`src/rtl/spi_fpga_pkg.sv`:
```
// Shared types and constants for the spi_fpga master family.
// Holds the state encoding, the SPI mode constants and the default word size.
package spi_fpga_pkg;

  typedef enum logic [2:0] {
    ST_IDLE,
    ST_SETUP,
    ST_HIGH,
    ST_LOW,
    ST_HOLD,
    ST_GAP
  } spi_state_e;

  localparam logic MODE0_CPOL = 1'b0;
  localparam logic MODE0_CPHA = 1'b0;

  localparam int DEFAULT_PACK_LENGTH = 8;

endpackage

```
`src/rtl/spi_fpga_half_period_timer.sv`:
```
// SCLK half-period divider: tc pulses on the HALF_PERIOD-th enabled clock.
// Zero latency from div_q to tc; clear takes priority over enable, no backpressure.
module spi_fpga_half_period_timer #(
  parameter int HALF_PERIOD = 2
) (
  input  logic clk,
  input  logic rst_n,
  input  logic clear,
  input  logic enable,
  output logic tc
);

  localparam int DW = $clog2(HALF_PERIOD) + 1;
  localparam logic [DW-1:0] LAST = DW'(HALF_PERIOD - 1);

  logic [DW-1:0] div_q;
  logic [DW-1:0] div_d;

  assign tc = enable && (div_q == LAST);

  always_comb begin
    div_d = div_q;
    if (clear) begin
      div_d = '0;
    end else if (enable) begin
      div_d = div_q + DW'(1);
    end
  end

  always_ff @(posedge clk or negedge rst_n) begin
    if (!rst_n) begin
      div_q <= '0;
    end else begin
      div_q <= div_d;
    end
  end

endmodule

```
`src/rtl/spi_fpga_master_cpha_eq_0_cpol_eq_0.sv`:
```
// Mode-0 SPI master, MSB first: one full-duplex PACK_LENGTH-bit transfer per accepted start.
// Done pulses (2*PACK_LENGTH+1)*HALF_PERIOD clocks after accept; starts outside IDLE/GAP end are dropped.
module spi_fpga_master_cpha_eq_0_cpol_eq_0
  import spi_fpga_pkg::*;
#(
  parameter int PACK_LENGTH = DEFAULT_PACK_LENGTH,
  parameter int HALF_PERIOD = 2
) (
  input  logic                   IN_CLK,
  input  logic                   IN_RESET_N,
  input  logic                   IN_START,
  input  logic [PACK_LENGTH-1:0] IN_TRANSMIT_DATA,
  input  logic                   MISO,
  output logic                   MOSI,
  output logic                   SCLK,
  output logic                   CS,
  output logic [PACK_LENGTH-1:0] OUT_RECEIVE_DATA,
  output logic                   OUT_BUSY,
  output logic                   OUT_DONE
);

  localparam int BW = $clog2(PACK_LENGTH);
  localparam logic [BW-1:0] LAST_BIT = BW'(PACK_LENGTH - 1);
  localparam logic SAMPLE_ON_LEAD = (MODE0_CPHA == 1'b0);

  spi_state_e state_q, state_d;

  logic [PACK_LENGTH-1:0] tx_q, tx_d;
  logic [PACK_LENGTH-1:0] rx_q, rx_d;
  logic [PACK_LENGTH-1:0] rdata_q, rdata_d;
  logic [BW-1:0]          bit_q, bit_d;
  logic                   cs_q, cs_d;
  logic                   sclk_q, sclk_d;
  logic                   mosi_q, mosi_d;
  logic                   busy_q, busy_d;
  logic                   done_q, done_d;

  logic tc;
  logic accept;

  spi_fpga_half_period_timer #(
    .HALF_PERIOD(HALF_PERIOD)
  ) u_timer (
    .clk   (IN_CLK),
    .rst_n (IN_RESET_N),
    .clear (tc || (state_q == ST_IDLE)),
    .enable(state_q != ST_IDLE),
    .tc    (tc)
  );

  // The GAP terminal count doubles as an accept edge so a held start gives back-to-back words.
  assign accept = IN_START && ((state_q == ST_IDLE) || ((state_q == ST_GAP) && tc));

  always_ff @(posedge IN_CLK or negedge IN_RESET_N) begin
    if (!IN_RESET_N) begin
      state_q <= ST_IDLE;
    end else begin
      state_q <= state_d;
    end
  end

  always_comb begin
    state_d = state_q;
    case (state_q)
      ST_IDLE:  if (IN_START) state_d = ST_SETUP;
      ST_SETUP: if (tc) state_d = ST_HIGH;
      ST_HIGH:  if (tc) state_d = (bit_q == LAST_BIT) ? ST_HOLD : ST_LOW;
      ST_LOW:   if (tc) state_d = ST_HIGH;
      ST_HOLD:  if (tc) state_d = ST_GAP;
      ST_GAP:   if (tc) state_d = IN_START ? ST_SETUP : ST_IDLE;
      default:  state_d = ST_IDLE;
    endcase
  end

  always_comb begin
    tx_d    = tx_q;
    rx_d    = rx_q;
    rdata_d = rdata_q;
    bit_d   = bit_q;
    cs_d    = cs_q;
    sclk_d  = sclk_q;
    mosi_d  = mosi_q;
    busy_d  = busy_q;
    done_d  = 1'b0;
    case (state_q)
      ST_SETUP, ST_LOW: begin
        if (tc) begin
          sclk_d = ~MODE0_CPOL;
          if (SAMPLE_ON_LEAD) rx_d = {rx_q[PACK_LENGTH-2:0], MISO};
        end
      end
      ST_HIGH: begin
        if (tc) begin
          sclk_d = MODE0_CPOL;
          if (bit_q != LAST_BIT) begin
            mosi_d = tx_q[PACK_LENGTH-2];
            tx_d   = {tx_q[PACK_LENGTH-2:0], 1'b0};
            bit_d  = bit_q + BW'(1);
          end
        end
      end
      ST_HOLD: begin
        if (tc) begin
          cs_d    = 1'b1;
          rdata_d = rx_q;
          done_d  = 1'b1;
        end
      end
      ST_GAP: begin
        if (tc && !IN_START) begin
          mosi_d = 1'b0;
          busy_d = 1'b0;
        end
      end
      default: ;
    endcase
    if (accept) begin
      tx_d   = IN_TRANSMIT_DATA;
      cs_d   = 1'b0;
      mosi_d = IN_TRANSMIT_DATA[PACK_LENGTH-1];
      busy_d = 1'b1;
      bit_d  = '0;
    end
  end

  always_ff @(posedge IN_CLK or negedge IN_RESET_N) begin
    if (!IN_RESET_N) begin
      tx_q    <= '0;
      rx_q    <= '0;
      rdata_q <= '0;
      bit_q   <= '0;
      cs_q    <= 1'b1;
      sclk_q  <= MODE0_CPOL;
      mosi_q  <= 1'b0;
      busy_q  <= 1'b0;
      done_q  <= 1'b0;
    end else begin
      tx_q    <= tx_d;
      rx_q    <= rx_d;
      rdata_q <= rdata_d;
      bit_q   <= bit_d;
      cs_q    <= cs_d;
      sclk_q  <= sclk_d;
      mosi_q  <= mosi_d;
      busy_q  <= busy_d;
      done_q  <= done_d;
    end
  end

  assign MOSI             = mosi_q;
  assign SCLK             = sclk_q;
  assign CS               = cs_q;
  assign OUT_RECEIVE_DATA = rdata_q;
  assign OUT_BUSY         = busy_q;
  assign OUT_DONE         = done_q;

endmodule

```
`config.mk`:
```
export PLATFORM = sky130hd
export DESIGN_NAME = spi_fpga_master_cpha_eq_0_cpol_eq_0
export DESIGN_NICKNAME = d
export VERILOG_FILES = /design/src/rtl/spi_fpga_pkg.sv /design/src/rtl/spi_fpga_half_period_timer.sv /design/src/rtl/spi_fpga_master_cpha_eq_0_cpol_eq_0.sv
export SDC_FILE = /design/constraint.sdc
export NUM_CORES = 1
export LEC_CHECK = 0
export ABC_AREA = 1
export BUFFER_PORTS_ARGS = -buffer_cell sky130_fd_sc_hd__buf_4
export CAP_MARGIN = 20
export CORE_MARGIN = 2
export CORE_UTILIZATION = 59
export DETAILED_ROUTE_END_ITERATION = 8
export PLACE_DENSITY = 0.82
export SLEW_MARGIN = 10
export SYNTH_ARGS = -nofsm -noshare
export SYNTH_HDL_FRONTEND = slang
export SYNTH_SLANG_ARGS = --single-unit
```
`constraint.sdc`:
```
create_clock -name IN_CLK -period 2.65 [get_ports IN_CLK]
set_clock_uncertainty 0.1 [all_clocks]
set_input_delay 0.1325 -clock IN_CLK [delete_from_list [all_inputs] [get_ports IN_CLK]]
set_output_delay 0.1325 -clock IN_CLK [all_outputs]
set_load 0.02 [all_outputs]
```
# After elaboration in Yosys (flattened, before gate mapping)
# Index checks and enable logic that the tools add are counted.
# word_totals
reg_bits	36
latch_bits	0
ram_bits	0
rom_bits	0
inputBits	12
out_inout_bits	13
elab_cells	88
memories	0
# classes
n_addsub	2
n_mul	0
div_mod_pow	0
order_cmp	0
n_eq_ne	16
shift	0
n_mux	32
bitwise_logic	0
reduce_logical	27
# op_table
cell	n
$mux 3	10
$mux 7	4
$reduce_bool 2->1	8
$pmux 3 s5	1
$mux 1	13
$eq 3x3->1 const B	3
$ne 3x3->1 const B	3
$ne 2x2->1 const B	4
$reduce_and 2->1	4
$eq 3x2->1 const B	2
$reduce_and 3->1	2
$reduce_bool 3->1	2
$reduce_and 5->1	1
$logic_and 1x1->1	4
$mux 2	2
$pmux 1 s2	2
$reduce_and 4->1	1
$add 3x1->3 const B	1
$eq 3x1->1 const B	1
$logic_not 3->1	1
$ne 3x2->1 const B	1
$add 2x1->2 const B	1
$eq 2x1->1 const B	1
$logic_or 1x1->1	2
3 further kinds	3

# Depth between registers and ports, before layout
# depth
word_depth	7
mapped_depth	10
depth_no_buf	9

# By module
# Synthesis repeated with hierarchy kept, for this count alone.
# hier_totals
cells_unflattened	192
area_unflattened_um2	1601.5
# modules_own_cells
module	instances	cells_per_inst	area_per_inst_um2	seq_area_each_um2
spi_fpga_master_cpha_eq_0_cpol_eq_0	1	177	1493.9	852.1
spi_fpga_half_period_timer	1	15	107.6	50.0

# Worst setup path before layout
# Ideal clock, no wire load.
# synth_timing
path_type	register to register
from	reg bit_q[0]
to	reg bit_q[0]
setup_ns	0.117
arrival_ns	1.310
required_time_ns	2.433
setup_slack_ns	1.123
path_stages_with_launch	9
path_buffers	0
synth_period_minus_slack_ns	1.527
cell_sequence	dfrtp_1 > ha_1 > ha_1 > nor2_2 > inv_1 > nand2_1 > nand2_2 > nand2_1 > nand2_1
# synth_via
elab_chain_cells	5
elab_cells_between_ends	8
cone_classes	add/sub: 1; eq/ne: 1; mux: 4; reduce/logical: 2
# synth_rtl
element	line	text
start, declared	spi_fpga_master_cpha_eq_0_cpol_eq_0.sv:31	logic [BW-1:0] bit_q, bit_d;
start signal, assigned	spi_fpga_master_cpha_eq_0_cpol_eq_0.sv:141	bit_q <= bit_d;
$add 3x1->3	spi_fpga_master_cpha_eq_0_cpol_eq_0.sv:98	bit_d = bit_q + BW'(1);
$mux 3	spi_fpga_master_cpha_eq_0_cpol_eq_0.sv:95	if (bit_q != LAST_BIT) begin
$mux 3	spi_fpga_master_cpha_eq_0_cpol_eq_0.sv:93	if (tc) begin
$mux 3	spi_fpga_master_cpha_eq_0_cpol_eq_0.sv:85	case (state_q)
$mux 3	spi_fpga_master_cpha_eq_0_cpol_eq_0.sv:117	if (accept) begin
# Several ways; a longest one is shown, not always the timed one. The select of a mux whose other input is x is not followed.
# A chain may end at the register's enable or synchronous reset.

# Worst setup path after layout
# layout_timing
from	reg u_timer.div_q[1]
to	reg tx_q[4]
# layout_via
elab_chain_cells	7
elab_cells_between_ends	10
cone_classes	eq/ne: 1; mux: 1; reduce/logical: 8
# layout_rtl
element	line	text
start, declared	spi_fpga_half_period_timer.sv:16	logic [DW-1:0] div_q;
start signal, assigned	spi_fpga_half_period_timer.sv:34	div_q <= div_d;
$eq 2x1->1 *	spi_fpga_half_period_timer.sv:19	assign tc = enable && (div_q == LAST);
$logic_and 1x1->1 *	spi_fpga_half_period_timer.sv:19	
$logic_and 1x1->1	spi_fpga_master_cpha_eq_0_cpol_eq_0.sv:52	assign accept = IN_START && ((state_q == ST_IDLE) || ((state_q == ST_GAP) && tc));
$logic_or 1x1->1	spi_fpga_master_cpha_eq_0_cpol_eq_0.sv:52	
$logic_and 1x1->1	spi_fpga_master_cpha_eq_0_cpol_eq_0.sv:52	
$reduce_bool 2->1 (no source line)	--	
$reduce_and 3->1 (no source line)	--	
end signal, assigned	spi_fpga_master_cpha_eq_0_cpol_eq_0.sv:138	tx_q <= tx_d;
end, declared	spi_fpga_master_cpha_eq_0_cpol_eq_0.sv:28	logic [PACK_LENGTH-1:0] tx_q, tx_d;
# Mark *: on every way between the ends. The rest lies on a longest branch, timed or not.

==> flow_metrics.env <==
export IMPL_cp_depth=8
export IMPL_tns_ps=0
export IMPL_synth_top_cell_area_share_pct=53.6
export IMPL_switchingPower_uw=777
export IMPL_first_global_vias=1397
export IMPL_cellPowerDensity_mw_per_mm2=964
export IMPL_synth_distinct_cells=25
export IMPL_ys_warn_count=0
export IMPL_hpwl_um=2380
export IMPL_cts_max_level=2
export IMPL_power_share_sequential_pct=43.9
export IMPL_yosysMostFrequentCell="nand2_1"
export IMPL_grt_pass1_wl_um=5930
export IMPL_layout_nets=238
export IMPL_worst_ep_required_time_ps=2850
export IMPL_grt_busiest_layer="met2"
export IMPL_holdCritPathClass="input pin to flop"
export IMPL_syn_inst=193
export IMPL_r2r_end="tx_q[4]$_DFFE_PN0P_"
export IMPL_criticalPathCategory="flop to flop"
export IMPL_critPathTopFamily="simple AND/OR/NAND/NOR gates"
export IMPL_synth_simple_area_share_pct=27.7
export IMPL_io_buffers=24
export IMPL_grt_usage_pct=24.2
export IMPL_total_power_uw=1860
export IMPL_crit_path_frequent_cell="nand2_1"
export IMPL_synth_seq_area_share_pct=55.2
export IMPL_cts_clk_slew_worst_paths_ps=110
export IMPL_met3_usage_pct=8.53
export IMPL_synthTopCellsByCount="nand2_1, dfrtp_1, inv_1, nand3_1, o21ai_0"
export IMPL_antenna_found_initial=0
export IMPL_grt_use_met1_pct=29.5
export IMPL_crit_start="u_timer.div_q[1]$_DFFE_PN0P_"
export IMPL_crit_buf_inv=1
export IMPL_synth_xor_area_share_pct=0
export IMPL_grt_max_degree=37
export IMPL_synthMuxAreaShare_pct=0
export IMPL_drc=0
export IMPL_cts_tree="built"
export IMPL_power_frac_comb_pct=38.8
export IMPL_ant_nets=0
export IMPL_cts_sinks=36
export IMPL_gp_congestion=0.878
export IMPL_timing_final_crit_share_pct=70.3
export IMPL_p_int_uw=1080
export IMPL_syn_nets=208
export IMPL_cts_buffers=5
export IMPL_slew_headroom_pct=61.0
export IMPL_rsz0062_at_grt="false"
export IMPL_reg2reg_depth=8
export IMPL_hold_viol=0
export IMPL_power_leakage_uw=0.00103
export IMPL_worstPathCellList="inv_1 -> ha_1 -> nand4_2 -> nand2_4 -> nand2_2 -> a21oi_2 -> nand2_1 -> nand2_1"
export IMPL_setup_viol=0
export IMPL_areaGrowthSynthToFinish_pct=18.0
export IMPL_placedCellCount=244
export IMPL_critPathLaunchType="flop"
export IMPL_synth_compound_area_share_pct=9.41
export IMPL_synth_largest_area_cell="dfrtp_1"
export IMPL_critPathArrivalTime_ps=2060
export IMPL_nFillCells=212
export IMPL_drt_pass1_iter_count=4
export IMPL_dieArea_mm2=0.00321
export IMPL_die_w_um=56.6
export IMPL_synth_top_family_by_area="simple AND/OR/NAND/NOR gates"
export IMPL_netlist_area_mm2=0.00164
export IMPL_slowest_stage="dfrtp_1"
export IMPL_fmax_mhz=537
export IMPL_synthFlopType="dfrtp_1"
export IMPL_clock_power_share_pct=17.3
export IMPL_setup_ws_ps=788
export IMPL_via_count=1403
export IMPL_r2r_start="u_timer.div_q[1]$_DFFE_PN0P_"
export IMPL_outcome="finished, final reports clean"
export IMPL_synth_avg_cell_area_um2=8.47
export IMPL_coreArea_mm2=0.00269
export IMPL_clockRootBuffer="clkbuf_4"
export IMPL_slowest_delay_ps=380
export IMPL_fp_row_count=19
export IMPL_sw_frac_of_total_pct=41.8
export IMPL_wirelength_um=3370
export IMPL_wl_per_cell_um=13.2
export IMPL_vdd_ir_drop_max_mv=0.674
export IMPL_clk_latency_ps=350
export IMPL_fin_cells=255
export IMPL_synthArstFlopShare_pct=100
export IMPL_synth_fa_ha_area_share_pct=2.30
export IMPL_fp_dieH_um=56.6
export IMPL_synth_edf_count=0
export IMPL_finalWorstPathRequiredPeriod_ps=1860
export IMPL_cts_buffer_depth=2
export IMPL_drive_gt1_share_pct=20.5
export IMPL_ios=25
export IMPL_tightest_slew_ps=584
export IMPL_crit_path_end_kind="flop"
export IMPL_drt_vias_per_instance=5.50
export IMPL_final_core_util_pct=71.8
export IMPL_endpoint="tx_q[4]$_DFFE_PN0P_"
export IMPL_met2_usage_pct=38.5
export IMPL_n_antenna_cell=0
export IMPL_reg2reg_slack_ps=790
export IMPL_grt_remaining_overflow=0
export IMPL_netlist_top_cells_area="dfrtp_1, nand2_1, nand3_1"
export IMPL_cp_max_fo=12
export IMPL_floorplan_initialDensity_pct=60.9
export IMPL_drv_slew=0
export IMPL_ys_seq_elements=36
export IMPL_hp_start="IN_START"
export IMPL_maxCapViolCount=0
export IMPL_post_place_ws_ps=854
export IMPL_first_iter_violations=42
## placed cells by master, fill, tap and decap left out, types with 2 or more instances in the layout
master         count
o21ai_1            6
a21oi_1            3
o21ai_0           14
dfrtp_1           35
nor2_2             2
ha_1               3
nand3_1           14
nand4_1            3
nand2_2            3
inv_2              4
nand2_1           71
dlygate4sd3_1      3
clkinvlp_4         2
o211ai_1           2
nor2_1             7
buf_4             24
inv_1             14
clkbuf_4           5
## worst reg2reg max path, stage by stage, from the launching register on
cell and delay (ps):
dfrtp_1 380, inv_1 50, ha_1 210, nand4_2 200, nand2_4 170, nand2_2 170
a21oi_2 320, nand2_1 130, nand2_1 80
## repair_timing
action	CTS	global route
hold endpoints to repair	38	0
hold buffers	3	0
buffers inserted	0	0
gates resized for setup	0	0
## per-stage QoR
step / area [um^2] / hold slack [ps]
after global routing: 1930 / 20.1
after floorplan: 1640 / -263
after global placement: 1830 / -2.86
final: 1930 / 17.7
after CTS: 1930 / 14.9
after detailed placement: 1830 / 3.96
## flip-flops by register name, indices dropped and copies added, names as in the netlist
| register | count |
|---|---|
| state_q | 3 |
| OUT_RECEIVE_DATA | 8 |
| bit_q | 3 |
| CS | 1 |
| OUT_DONE | 1 |
| MOSI | 1 |
| SCLK | 1 |
| rx_q | 8 |
| tx_q | 7 |
| u_timer.div_q | 2 |
| OUT_BUSY | 1 |
## per-layer routing
| metal | part of all wire, % | vias up |
|---|---|---|
| met5 | 0 | - |
| met4 | 2.7 | 0 |
| met3 | 7.0 | 12 |
| met2 | 47 | 50 |
| met1 | 43 | 664 |
| li1 | - | 677 |
## worst min-delay path by stage
stage / to / slack (ps) / cells after the start
2_1_floorplan: MOSI$_DFFE_PN0P_ / -260 / 0
3_3_place_gp: state_q[1]$_DFFE_PN0P_ / -3 / 1
3_5_place_dp: state_q[1]$_DFFE_PN0P_ / 4 / 1
4_1_cts: tx_q[0]$_DFFE_PN0P_ / 10 / 3
5_1_grt: tx_q[0]$_DFFE_PN0P_ / 20 / 3
6_report: tx_q[0]$_DFFE_PN0P_ / 20 / 3
## cell type report
type	instances	area [um^2]	area share, %
clock buffer	6	51.3	2.66
inverter	18	67.6	3.50
multi-input combinational	135	644	33.4
tap	31	38.8	2.01
clock inverter	2	15.0	0.778
timing repair buffer	27	210	10.9
sequential	36	902	46.8
## power by group through the flow
stage / Sequential (uW) / Clock [uW] / Combinational [uW]
after detailed placement: 825 / 0 / 709
after global routing: 835 / 345 / 832
final: 817 / 322 / 721
after CTS: 816 / 325 / 719
after global placement: 821 / 0 / 678
after floorplan: 824 / 0 / 518
## cell families after synthesis
group,after synthesis
fa+ha+maj,3
buf+inv,22
compound gates,28
simple gates,104
flops,36
(Power assumes the default switching activity.)
